===== config.mk =====
export PLATFORM = sky130hd
export DESIGN_NAME = lsu_mem_bridge
export DESIGN_NICKNAME = d
export VERILOG_FILES = /design/src/rtl/lsu_mem_bridge.sv
export SDC_FILE = /design/constraint.sdc
export NUM_CORES = 1
export LEC_CHECK = 0
export CAP_MARGIN = 10
export CORE_MARGIN = 2
export CORE_UTILIZATION = 47
export CTS_CLUSTER_SIZE = 30
export DETAILED_ROUTE_END_ITERATION = 10
export PLACE_DENSITY = 0.86
export SLEW_MARGIN = 5
export SYNTH_ARGS = -nofsm -noshare
export SYNTH_HDL_FRONTEND = slang
export SYNTH_SLANG_ARGS = --single-unit

===== constraint.sdc =====
create_clock -name clk -period 4.6 [get_ports clk]
set_input_delay 0.69 -clock clk [delete_from_list [all_inputs] [get_ports clk]]
set_output_delay 0.69 -clock clk [all_outputs]
set_load 0.01 [all_outputs]

===== src/rtl/lsu_mem_bridge.sv =====
// Load/store bridge from the core's single-cycle data port to a valid/ready data bus.
// Define LSU_MISALIGN_TRAP_EN to reject misaligned H/W accesses instead of truncating them.
module lsu_mem_bridge #(
    parameter int BUS_AW = 32
) (
    input  logic              clk,
    input  logic              rst,
    input  logic              req_valid,
    input  logic              req_wen,
    input  logic [2:0]        req_memop,
    input  logic [31:0]       req_addr,
    input  logic [31:0]       req_wdata,
    output logic              req_ready,
    output logic              busy,
    output logic              rsp_valid,
    output logic [31:0]       rsp_rdata,
    output logic              rsp_err,
    output logic              bus_req_valid,
    input  logic              bus_req_ready,
    output logic [BUS_AW-1:0] bus_addr,
    output logic              bus_wen,
    output logic [3:0]        bus_wstrb,
    output logic [31:0]       bus_wdata,
    input  logic              bus_rsp_valid,
    input  logic [31:0]       bus_rdata
);

    localparam logic [1:0] IDLE = 2'd0;
    localparam logic [1:0] REQ  = 2'd1;
    localparam logic [1:0] WAIT = 2'd2;
    localparam logic [1:0] RESP = 2'd3;

    logic [1:0]  state;
    logic [2:0]  memop_r;
    logic [1:0]  off_r;
    logic [31:0] rsp_rdata_r;
    logic        rsp_err_r;

    logic        legal;
    logic        acc_err;
    logic [1:0]  off;
    logic [3:0]  strb;
    logic [31:0] wdata_rep;
    logic [31:0] shifted;
    logic [31:0] load_data;

    always_comb begin
        legal = 1'b0;
        case (req_memop)
            3'b000, 3'b001, 3'b010: legal = 1'b1;
            3'b100, 3'b101:         legal = !req_wen;
            default:                legal = 1'b0;
        endcase
`ifdef LSU_MISALIGN_TRAP_EN
        case (req_memop[1:0])
            2'b01:   acc_err = !legal || req_addr[0];
            2'b10:   acc_err = !legal || (req_addr[1:0] != 2'b00);
            default: acc_err = !legal;
        endcase
`else
        acc_err = !legal;
`endif
        // Without the trap, H/W offsets round down to the natural boundary.
        case (req_memop[1:0])
            2'b00: begin
                off       = req_addr[1:0];
                strb      = 4'b0001 << off;
                wdata_rep = {4{req_wdata[7:0]}};
            end
            2'b01: begin
                off       = {req_addr[1], 1'b0};
                strb      = 4'b0011 << off;
                wdata_rep = {2{req_wdata[15:0]}};
            end
            default: begin
                off       = 2'b00;
                strb      = 4'b1111;
                wdata_rep = req_wdata;
            end
        endcase
    end

    always_comb begin
        shifted = bus_rdata >> {off_r, 3'b000};
        case (memop_r)
            3'b000:  load_data = {{24{shifted[7]}}, shifted[7:0]};
            3'b001:  load_data = {{16{shifted[15]}}, shifted[15:0]};
            3'b100:  load_data = {24'h000000, shifted[7:0]};
            3'b101:  load_data = {16'h0000, shifted[15:0]};
            default: load_data = shifted;
        endcase
    end

    always_ff @(posedge clk or negedge rst) begin
        if (!rst) begin
            state       <= IDLE;
            memop_r     <= '0;
            off_r       <= '0;
            rsp_rdata_r <= '0;
            rsp_err_r   <= 1'b0;
            bus_addr    <= '0;
            bus_wen     <= 1'b0;
            bus_wstrb   <= '0;
            bus_wdata   <= '0;
        end else begin
            case (state)
                IDLE: begin
                    if (req_valid) begin
                        if (acc_err) begin
                            rsp_err_r   <= 1'b1;
                            rsp_rdata_r <= '0;
                            state       <= RESP;
                        end else begin
                            rsp_err_r <= 1'b0;
                            memop_r   <= req_memop;
                            off_r     <= off;
                            bus_addr  <= BUS_AW'({req_addr[31:2], 2'b00});
                            bus_wen   <= req_wen;
                            bus_wstrb <= req_wen ? strb : 4'b0000;
                            bus_wdata <= wdata_rep;
                            state     <= REQ;
                        end
                    end
                end
                REQ: begin
                    if (bus_req_ready)
                        state <= WAIT;
                end
                WAIT: begin
                    if (bus_rsp_valid) begin
                        rsp_rdata_r <= bus_wen ? '0 : load_data;
                        state       <= RESP;
                    end
                end
                RESP: state <= IDLE;
                default: state <= IDLE;
            endcase
        end
    end

    assign req_ready     = (state == IDLE);
    assign busy          = (state != IDLE);
    assign bus_req_valid = (state == REQ);
    assign rsp_valid     = (state == RESP);
    assign rsp_err       = rsp_valid && rsp_err_r;
    assign rsp_rdata     = rsp_valid ? rsp_rdata_r : '0;

endmodule

==> flow_metrics.env, run 1 <==
export IMPL_finalInstanceArea_um2=7580
export IMPL_cts_root_buffer_type="clkbuf_8"
export IMPL_timing_critical_path_slowest_cell_delay_ns=0.79
export IMPL_n_antenna_cell=0
export IMPL_synthCells=460
export IMPL_area_occupied_by_registers_um2=2680
export IMPL_cts_hold_buffers_added=0
export IMPL_final_period_utilization_pct=67.3
export IMPL_synth_top_cells_by_area="dfrtp_1 (51%), mux2_2 (11%), mux2i_1 (7.7%)"
export IMPL_status="complete, no violations"
export IMPL_design_die_area_um2=12000
export IMPL_share_clk_of_total_power_pct=14.7
export IMPL_yosys_mux_area_fraction_pct=19.3
export IMPL_cts_htree_levels=3
export IMPL_max_cap_violation_count=0
export IMPL_setup_repair_after_global_routing_missed_its_margin="false"
export IMPL_clock_tree_buffer_depth=2
export IMPL_cellInternalPower_mw=2.81
export IMPL_number_of_antenna_violations_at_the_first_check_in_global_routing=0
export IMPL_cpMaxStageDelayCell="ha_1"
export IMPL_routed_via_density=5.55
export IMPL_synthAdderAreaFrac_pct=1.20
export IMPL_grt_remaining_overflow=0
export IMPL_worst_slew_margin_rel_pct=33.9
export IMPL_synth_distinct_cells=35
export IMPL_grt_max_degree=75
export IMPL_synthesis_area_um2=5220
export IMPL_post_drt_wl_per_cell_um=17.9
export IMPL_report_final_hold_viol_count=0
export IMPL_synth_largest_area_cell="dfrtp_1"
export IMPL_netSwitchingFraction_pct=35.2
export IMPL_clk_pin_slew_ns=0.11
export IMPL_rows=38
export IMPL_pwr_density_cell_nw_per_um2=571
export IMPL_worst_pin_slew_ns=0.991
export IMPL_avg_synthesized_cell_area_um2=11.3
export IMPL_layout_nets=761
export IMPL_drt_iter0_drc=202
export IMPL_leakagePower_nw=3.20
export IMPL_port_buffers=208
export IMPL_placedInstanceArea_um2=7370
export IMPL_timing_critical_path_fanout_max=34
export IMPL_finalCriticalPeriod_ns=3.09
export IMPL_synth_async_reset_ratio_pct=100
export IMPL_worstSkewPairLatency_ns=0.37
export IMPL_finalWirelength_um=14300
export IMPL_synth_top_family_by_area="multiplexers"
export IMPL_tritoncts_num_buffers=9
export IMPL_critical_path_endpoint_type="output port"
export IMPL_timing_final_setup_violations=0
export IMPL_switchingPower_mw=1.52
export IMPL_final_fill_count=829
export IMPL_area_of_combinational_cells_with_multiple_inputs_um2=2380
export IMPL_initial_core_util_pct=48.1
export IMPL_synth_main_ff_cell="dfrtp_1"
export IMPL_worstPathRequired_ns=3.91
export IMPL_dr_total_vias=4415
export IMPL_final_setup_tns_ns=0
export IMPL_yosys_cell_count_top_type="dfrtp_1"
export IMPL_postCtsSetupRepairBufs=0
export IMPL_maxClockFrequency_ghz=0.323
export IMPL_number_of_enable_flip_flop_cells_after_synthesis=0
export IMPL_worstSetupStartpointType="flip-flop"
export IMPL_layout_drive_gt1_share_pct=12.7
export IMPL_floorplan_core_area_um2=10800
export IMPL_grt_use_total_pct=24.6
export IMPL_sequentialPowerShare_pct=37.0
export IMPL_die_height_um=109
export IMPL_firstDrtPassIters=5
export IMPL_post_cts_resized=0
export IMPL_synth_sequential_area_ratio_pct=51.3
export IMPL_final_setup_skew_ns=0.0121
export IMPL_timing_critical_path_arrival_ns=2.40
export IMPL_grt_first_pass_wirelength_um=22600
export IMPL_detailed_place_hpwl_um=10500
export IMPL_synth_simple_gate_area_share_pct=11.5
export IMPL_remaining_drc_errors=0
export IMPL_yosys_warning_total=0
export IMPL_first_global_vias=4504
export IMPL_timing_critical_path_cells="ha_1 -> and2_1 -> clkdlybuf4s50_1"
export IMPL_synth_xor_area_share_pct=0
export IMPL_synth_common_cells="dfrtp_1 (107), mux2_2 (52), mux2i_1 (40)"
export IMPL_drt_antenna_violating_nets=0
export IMPL_cts_tree="built"
export IMPL_synthDominantCellAreaShare_pct=51.3
export IMPL_timing_worst_setup_path_type="flip-flop to output port"
export IMPL_power_frac_comb_pct=48.3
export IMPL_power_ir_vdd_worst_mv=0.327
export IMPL_dieWidth_um=109
export IMPL_layout_stage_area_growth_over_the_synthesis_result_pct=45.4
export IMPL_fin_total_pwr_mw=4.33
export IMPL_globalplace_congestion=0.865
export IMPL_ports_placed_on_the_boundary=211
export IMPL_clock_sinks=107
export IMPL_timing_final_max_slew_violations=0
export IMPL_synth_seq_cells=107
export IMPL_timing_hold_worst_class="primary input to asynchronous set/reset pin"
export IMPL_synth_compound_gate_area_share_pct=13.0
[sequential cells by signal, indices dropped and copies added, names as in the netlist]
register     count
rsp_rdata_r     32
bus_wstrb        4
rsp_err_r        1
state            2
bus_addr        30
bus_wen          1
memop_r          3
bus_wdata       32
off_r            2
[final timing paths]
kind / start / to / slack, ns / depth (start not counted)
max: state[1] / rsp_rdata[6] / 1.51 / 3
min in group clk: bus_wdata[24] / bus_wdata[24] / 0.49 / 2
min: rst / bus_wdata[23] / 0.45 / 1
max in group asynchronous: rst / bus_addr[12] / 3.13 / 2
min reg2reg: bus_wdata[24] / bus_wdata[24] / 0.49 / 2
max reg2reg: state[1] / bus_wdata[4] / 1.75 / 6
[through the flow]
stage | instances | util (%) | worst slack [ns] | hold WS [ns]
after floorplan | 461 | - | 2.65 | 0.394
after global placement | 780 | 68.0 | 1.38 | 0.465
after detailed placement | 780 | 68.0 | 1.27 | 0.467
after CTS | 796 | 70.0 | 1.45 | 0.479
after global routing | 796 | 70.0 | 1.27 | 0.503
final | 796 | 70.0 | 1.51 | 0.445
[cells in the final DEF (no fill, tap or decap), types with 3 or more instances in the layout]
cell type / n
a21oi_1: 24
o21ai_0: 39
mux2_2: 52
o2bb2ai_1: 16
nand2_1: 35
and2_1: 33
clkdlybuf4s50_1: 207
buf_4: 7
mux2i_1: 40
nand3b_1: 9
clkbuf_8: 9
nor2b_1: 3
dfrtp_1: 107
nor2_1: 20
a221o_1: 16
nand2b_1: 4
inv_1: 4
ha_1: 5
[metal layers]
layer / global-route usage [%] / share of wire [%]
met3: 7.59 / 9.1
met1: 29.7 / 38
met5: 0 / 0
met4: 8.32 / 2.1
met2: 41.8 / 51
[area by class of cell]
class	instances	area share (%)
clock buffer	11	1.73
clock inverter	5	1.12
inverter	4	0.198
multi-input combinational	315	31.3
sequential	107	35.3
tap	140	2.31
timing repair buffer	214	28.0
[logic make-up (layout without fill, tap and decap cells)]
group	count (synthesis)	in the layout
AO/OA/AOI/OAI	103	103
adder cells (fa/ha/maj)	5	5
buffers and inverters	39	234
flip-flops	107	107
multiplexers	93	93
other	1	2
AND/OR/NAND/NOR	112	112
[power groups by stage]
stage	Combinational (mW)	Sequential, mW	Clock [mW]
2_1_floorplan	0.968	1.69	0
3_3_place_gp	2.05	1.60	0
3_5_place_dp	2.10	1.62	0
4_1_cts	2.11	1.60	0.651
5_1_grt	2.26	1.66	0.689
6_report	2.09	1.60	0.636
[critical path: cells and delay by family, from the launching register on]
kind                     cells  cell delay [ns]
adder cells (fa/ha/maj)      1             0.79
buffers and inverters        1             0.55
flip-flops                   1             0.41
AND/OR/NAND/NOR              1             0.28
Note: power is estimated with default switching activity, not from simulation.
==> run 2: changes to the inputs <==
--- a/config.mk
+++ b/config.mk
@@ -7,10 +7,10 @@
 export LEC_CHECK = 0
 export CAP_MARGIN = 10
 export CORE_MARGIN = 2
-export CORE_UTILIZATION = 47
+export CORE_UTILIZATION = 44
 export CTS_CLUSTER_SIZE = 30
 export DETAILED_ROUTE_END_ITERATION = 10
-export PLACE_DENSITY = 0.86
+export PLACE_DENSITY = 0.81
 export SLEW_MARGIN = 5
 export SYNTH_ARGS = -nofsm -noshare
 export SYNTH_HDL_FRONTEND = slang
==> constraint.sdc (replaced) <==
create_clock -name clk -period 3.1 [get_ports clk]
set_input_delay 0.465 -clock clk [delete_from_list [all_inputs] [get_ports clk]]
set_output_delay 0.465 -clock clk [all_outputs]
set_load 0.01 [all_outputs]
==> run 2 against run 1 <==
Net effect: the flow now finishes with violations (DRC); largest power group unchanged; non-clock buffer count grew 3; final area grew 1.6%; global-route usage shrank 1.1 points; worst hold slack lost 0.28 ns; total power grew 53%; first-iteration DRC count shrank 21%; count of clock-buffer cells in the layout grew 1.
==> flow_metrics.env, run 2 (synthesis results as in run 1) <==
export IMPL_status="finished, violations left"
export IMPL_failed_checks="DRC"
export IMPL_worst_slew_margin_rel_pct=32.0
export IMPL_cts_hold_buffers_added=0
export IMPL_detailed_place_hpwl_um=10700
export IMPL_tritoncts_num_buffers=9
export IMPL_maxClockFrequency_ghz=0.402
export IMPL_area_of_combinational_cells_with_multiple_inputs_um2=2380
export IMPL_clock_sinks=107
export IMPL_timing_critical_path_arrival_ns=2.71
export IMPL_timing_rr_start="state[0]"
export IMPL_worstPathRequired_ns=3.32
export IMPL_drt_antenna_violating_nets=0
export IMPL_worstSkewPairLatency_ns=0.34
export IMPL_final_fill_count=917
export IMPL_route_met2_wl_um=7230
export IMPL_clk_pin_slew_ns=0.07
export IMPL_power_ir_vdd_worst_mv=0.481
export IMPL_grt_max_degree=102
export IMPL_pwr_density_cell_nw_per_um2=863
export IMPL_worst_pin_slew_ns=1.02
export IMPL_rows=39
export IMPL_ports_placed_on_the_boundary=211
export IMPL_timing_critical_path_fanout_max=101
export IMPL_drt_iter0_drc=159
export IMPL_final_period_utilization_pct=80.3
export IMPL_finalWirelength_um=14300
export IMPL_area_occupied_by_registers_um2=2680
export IMPL_post_cts_resized=0
export IMPL_grt_use_total_pct=23.5
export IMPL_timing_worst_setup_path_type="flip-flop to flip-flop"
export IMPL_max_cap_violation_count=0
export IMPL_design_die_area_um2=12700
export IMPL_timing_final_setup_violations=0
export IMPL_layout_drive_gt1_share_pct=13.1
export IMPL_report_final_hold_viol_count=0
export IMPL_layout_nets=764
export IMPL_floorplan_core_area_um2=11500
export IMPL_routed_wl_met3_um=1100
export IMPL_dieWidth_um=113
export IMPL_remaining_drc_errors=11
export IMPL_final_setup_tns_ns=0
export IMPL_final_setup_skew_ns=0.00779
export IMPL_cpMaxStageDelayCell="buf_4"
export IMPL_timing_critical_path_slowest_cell_delay_ns=0.74
export IMPL_cts_tree="built"
export IMPL_post_drt_wl_per_cell_um=17.9
export IMPL_routed_via_density=5.32
export IMPL_drt_met1_wl_um=5740
export IMPL_die_height_um=113
export IMPL_finalCoreUtilization_pct=66.9
export IMPL_top_regs="bus_wdata x32, rsp_rdata_r x32, bus_addr x30"
export IMPL_postCtsSetupRepairBufs=0
export IMPL_critical_path_endpoint_type="flip-flop"
export IMPL_r2r_slack_ns=0.61
export IMPL_cts_htree_levels=3
export IMPL_rr_worst_depth=6
export IMPL_setup_repair_after_global_routing_missed_its_margin="false"
export IMPL_most_frequent_standard_cell_in_the_layout_excluding_fill_and_tap_cells="clkdlybuf4s50_1"
export IMPL_initial_core_util_pct=45.3
export IMPL_cts_root_buffer_type="clkbuf_16"
export IMPL_globalplace_congestion=0.853
export IMPL_first_global_vias=4639
export IMPL_topRoutingLayerUsed="met4"
export IMPL_dr_total_vias=4269
export IMPL_finalCriticalPeriod_ns=2.49
export IMPL_grt_first_pass_wirelength_um=23900
export IMPL_port_buffers=208
export IMPL_layout_cells_most_common_list="clkdlybuf4s50_1 (207), dfrtp_1 (107), mux2_2 (52)"
export IMPL_leakagePower_nw=3.26
export IMPL_timing_hold_worst_class="primary input to asynchronous set/reset pin"
export IMPL_regToRegEndpoint="bus_addr[25]"
export IMPL_n_antenna_cell=0
export IMPL_grt_remaining_overflow=0
export IMPL_worstSetupStartpointType="flip-flop"
export IMPL_layout_stage_area_growth_over_the_synthesis_result_pct=47.7
export IMPL_timing_final_max_slew_violations=0
export IMPL_firstDrtPassIters=7
export IMPL_timing_critical_path_cells="inv_1 -> ha_1 -> a21boi_1 -> nand3_4 -> buf_4 -> mux2_2"
export IMPL_clock_tree_buffer_depth=2
export IMPL_number_of_antenna_violations_at_the_first_check_in_global_routing=1
[run 2: cell count changes in the layout (fill, tap and decap cells not counted), sizes merged]
cell / delta
clkinvlp: +1
bufinv: -1
clkbuf: +1
buf: +3
inv: -1
[run 2: area by class of cell]
type,count,area share [%]
well taps,143,2.32
flip-flops and latches,107,34.8
multi-input cells,315,30.8
clock inverters,4,0.650
inverters,4,0.195
clock buffers,12,3.20
repair buffers,217,28.0
[run 2: worst max-delay path by stage]
stage	cells past startpoint	slack (ns)	endpoint	from
2_1_floorplan	8	1.15	rsp_rdata_r[16]	state[0]
3_3_place_gp	5	0.55	bus_addr[19]	req_wen
3_5_place_dp	5	0.44	bus_addr[10]	req_wen
4_1_cts	4	0.61	rsp_rdata[6]	state[1]
5_1_grt	6	0.47	bus_addr[7]	state[1]
6_report	6	0.61	bus_addr[25]	state[0]
[run 2: per-layer routing]
layer / GRT usage, % / vias up
met4: 7.97 / 0
met5: 0 / -
met2: 40.7 / 167
met3: 6.21 / 22
met1: 28.5 / 2050
li1: - / 2030
[run 2: critical path: cells and delay by family, from the launching register on]
family / cells / cell delay (ns)
multiplexers: 1 / 0.42
AO/OA/AOI/OAI: 1 / 0.21
buffers and inverters: 2 / 0.84
adder cells (fa/ha/maj): 1 / 0.31
flip-flops: 1 / 0.39
AND/OR/NAND/NOR: 1 / 0.11
[run 2: where the power goes]
group	leakage [nW]	internal, mW	switching, mW
clock network	0.139	0.648	0.500
logic	1.76	1.73	1.42
registers	1.35	2.00	0.351
[run 2: through the flow]
step	total power, mW	setup WS, ns	cells	hold WS, ns	instance area (µm²)
after global routing	7.08	0.469	802	0.222	7700
after global placement	5.43	0.549	786	0.464	7410
after detailed placement	5.53	0.443	786	0.469	7410
after CTS	6.72	0.610	802	0.185	7700
final	6.65	0.612	802	0.163	7700
after floorplan	3.94	1.15	461	0.169	5220
==> run 3: changes to the inputs <==
--- a/config.mk
+++ b/config.mk
@@ -7,10 +7,10 @@
 export LEC_CHECK = 0
 export CAP_MARGIN = 10
 export CORE_MARGIN = 2
-export CORE_UTILIZATION = 44
+export CORE_UTILIZATION = 39
 export CTS_CLUSTER_SIZE = 30
 export DETAILED_ROUTE_END_ITERATION = 10
-export PLACE_DENSITY = 0.81
+export PLACE_DENSITY = 0.76
 export SLEW_MARGIN = 5
 export SYNTH_ARGS = -nofsm -noshare
 export SYNTH_HDL_FRONTEND = slang
==> constraint.sdc (replaced) <==
create_clock -name clk -period 2.07 [get_ports clk]
set_input_delay 0.3105 -clock clk [delete_from_list [all_inputs] [get_ports clk]]
set_output_delay 0.3105 -clock clk [all_outputs]
set_load 0.01 [all_outputs]
==> run 3 against run 2 <==
Net effect: the flow now finishes without violations; final area is 2.9% higher; die area up 12%; register-to-register slack lost 0.51 ns; critical path type is now flip-flop to output port; critical endpoint is now rsp_rdata[28].
==> flow_metrics.env, run 3 (synthesis results as in run 1) <==
export IMPL_status="complete, no violations"
export IMPL_final_fill_count=1092
export IMPL_post_place_ws_ns=-0.102
export IMPL_switchingPower_mw=3.46
export IMPL_cellInternalPower_mw=6.63
export IMPL_die_height_um=120
export IMPL_dp_cells=830
export IMPL_detailed_place_hpwl_um=11000
export IMPL_first_global_vias=4513
export IMPL_share_clk_of_total_power_pct=16.0
export IMPL_ports_placed_on_the_boundary=211
export IMPL_cts_root_buffer_type="clkbuf_16"
export IMPL_timing_worst_setup_path_type="flip-flop to output port"
export IMPL_report_final_hold_viol_count=0
export IMPL_worstPathRequired_ns=1.76
export IMPL_finalCriticalPeriod_ns=1.98
export IMPL_drt_iter0_drc=231
export IMPL_worst_pin_slew_ns=0.613
export IMPL_final_setup_skew_ns=0.00739
export IMPL_worstPathBufferInverterCount=2
export IMPL_layout_stage_area_growth_over_the_synthesis_result_pct=52.1
export IMPL_initial_core_util_pct=39.7
export IMPL_drt_antenna_violating_nets=0
export IMPL_timing_critical_path_slowest_cell_delay_ns=0.43
export IMPL_final_period_utilization_pct=95.6
export IMPL_area_of_combinational_cells_with_multiple_inputs_um2=2400
export IMPL_worstSetupStartpointType="flip-flop"
export IMPL_timing_critical_path_arrival_ns=1.67
export IMPL_clock_sinks=107
export IMPL_pwr_density_cell_nw_per_um2=1270
export IMPL_layout_drive_gt1_share_pct=15.6
export IMPL_critical_path_endpoint_type="output port"
export IMPL_port_buffers=208
export IMPL_routed_via_density=5.14
export IMPL_cts_tree="built"
export IMPL_dieWidth_um=120
export IMPL_timing_critical_path_fanout_max=17
export IMPL_area_occupied_by_registers_um2=2680
export IMPL_timing_final_setup_violations=0
export IMPL_power_frac_comb_pct=49.0
export IMPL_most_frequent_standard_cell_in_the_layout_excluding_fill_and_tap_cells="clkdlybuf4s50_1"
export IMPL_layout_cells_most_common_list="clkdlybuf4s50_1 (172), dfrtp_1 (107), mux2_2 (52)"
export IMPL_sequentialPowerShare_pct=35.0
export IMPL_firstDrtPassIters=4
export IMPL_grt_max_degree=108
export IMPL_design_die_area_um2=14300
export IMPL_netSwitchingFraction_pct=34.3
export IMPL_remaining_drc_errors=0
export IMPL_top_regs="bus_wdata x32, rsp_rdata_r x32, bus_addr x30"
export IMPL_power_ir_vdd_worst_mv=0.646
export IMPL_number_of_antenna_violations_at_the_first_check_in_global_routing=0
export IMPL_cts_htree_levels=3
export IMPL_setup_repair_after_global_routing_missed_its_margin="false"
export IMPL_n_antenna_cell=0
export IMPL_finalWirelength_um=15100
export IMPL_cpLargestDelayFamily="buffers and inverters"
export IMPL_tritoncts_num_buffers=9
export IMPL_worstSkewPairLatency_ns=0.34
export IMPL_globalplace_congestion=0.871
export IMPL_grt_first_pass_wirelength_um=23700
export IMPL_grt_remaining_overflow=0
export IMPL_layout_nets=778
export IMPL_post_drt_wl_per_cell_um=17.8
export IMPL_dr_total_vias=4354
export IMPL_timing_critical_path_cells="ha_4 -> bufbuf_16 -> and2_1 -> dlygate4sd2_1"
export IMPL_cpMaxStageDelayCell="dfrtp_1"
export IMPL_maxClockFrequency_ghz=0.505
export IMPL_floorplan_core_area_um2=13100
export IMPL_max_cap_violation_count=0
export IMPL_timing_hold_worst_class="primary input to asynchronous set/reset pin"
export IMPL_cts_hold_buffers_added=0
export IMPL_postLayoutSetupSlackWorst_ns=0.0916
export IMPL_rows=42
export IMPL_layout_cells_non_filler=847
export IMPL_clk_pin_slew_ns=0.07
export IMPL_worst_slew_margin_rel_pct=59.1
export IMPL_leakagePower_nw=3.71
export IMPL_timing_final_max_slew_violations=0
export IMPL_clock_tree_buffer_depth=2
export IMPL_grt_use_total_pct=21.0
## run 3: changes by cell type in the layout (fill, tap and decap cells not counted), sizes merged
cell           before  now
buf                10   23
bufbuf              0    1
bufinv              1    0
clkdlybuf4s50     207  172
clkinvlp            2    1
dlygate4sd2         0   20
dlymetal6s2s        0   15
## run 3: path summary, 6_finish.rpt
kind                       slack (ns)               to     startpoint  cells past startpoint
setup / recovery                 0.09    rsp_rdata[28]       state[1]                      4
hold / removal                   0.03    bus_wdata[23]            rst                      2
setup reg to reg                 0.10  rsp_rdata_r[29]       state[0]                      6
hold reg to reg                  0.48    bus_wdata[29]  bus_wdata[29]                      2
max in group asynchronous        1.58      bus_addr[9]            rst                      2
min in group clk                 0.48    bus_wdata[29]  bus_wdata[29]                      2
## run 3: final cells by class
| cell class | count | area share, % |
|---|---|---|
| inverters | 4 | 0.189 |
| multi-input cells | 315 | 30.2 |
| clock buffers | 12 | 3.23 |
| flip-flops and latches | 107 | 33.8 |
| repair buffers | 231 | 29.7 |
| well taps | 176 | 2.78 |
| clock inverters | 2 | 0.158 |
## run 3: power by group through the flow
stage	clock (mW)	sequential, mW	combinational [mW]
2_1_floorplan	0	3.75	2.15
3_3_place_gp	0	3.51	4.77
3_5_place_dp	0	3.56	4.89
4_1_cts	1.64	3.53	4.98
5_1_grt	1.73	3.66	5.33
6_report	1.61	3.54	4.94
## run 3: through the flow
stage               total power, mW  util [%]  instance area, µm²  setup TNS [ns]  hold slack, ns
floorplan                      5.90         -                5220               0          0.0149
finish                         10.1      60.4                7930               0          0.0340
CTS                            10.2      59.8                7860          -0.114          0.0730
global route                   10.7      60.4                7930               0          0.0810
global placement               8.28      57.6                7570          -0.611           0.429
detailed placement             8.46      57.6                7570           -1.33           0.440
## run 3: per-layer routing
| layer | vias to the layer above | global-route usage (%) | wire [µm] |
|---|---|---|---|
| met5 | - | 0 | 0 |
| met4 | 0 | 7.35 | 288 |
| met3 | 20 | 5.61 | 1090 |
| met2 | 169 | 35.1 | 7460 |
| met1 | 2117 | 26.4 | 6270 |
| li1 | 2048 | - | - |
## run 3: repair_timing
| action | in CTS | in global routing |
|---|---|---|
| pin swaps | 1 | 1 |
| setup buffers | 1 | 1 |
| cloned | 1 | 0 |
| resized for setup | 22 | 20 |
| setup endpoints to repair | 51 | 47 |
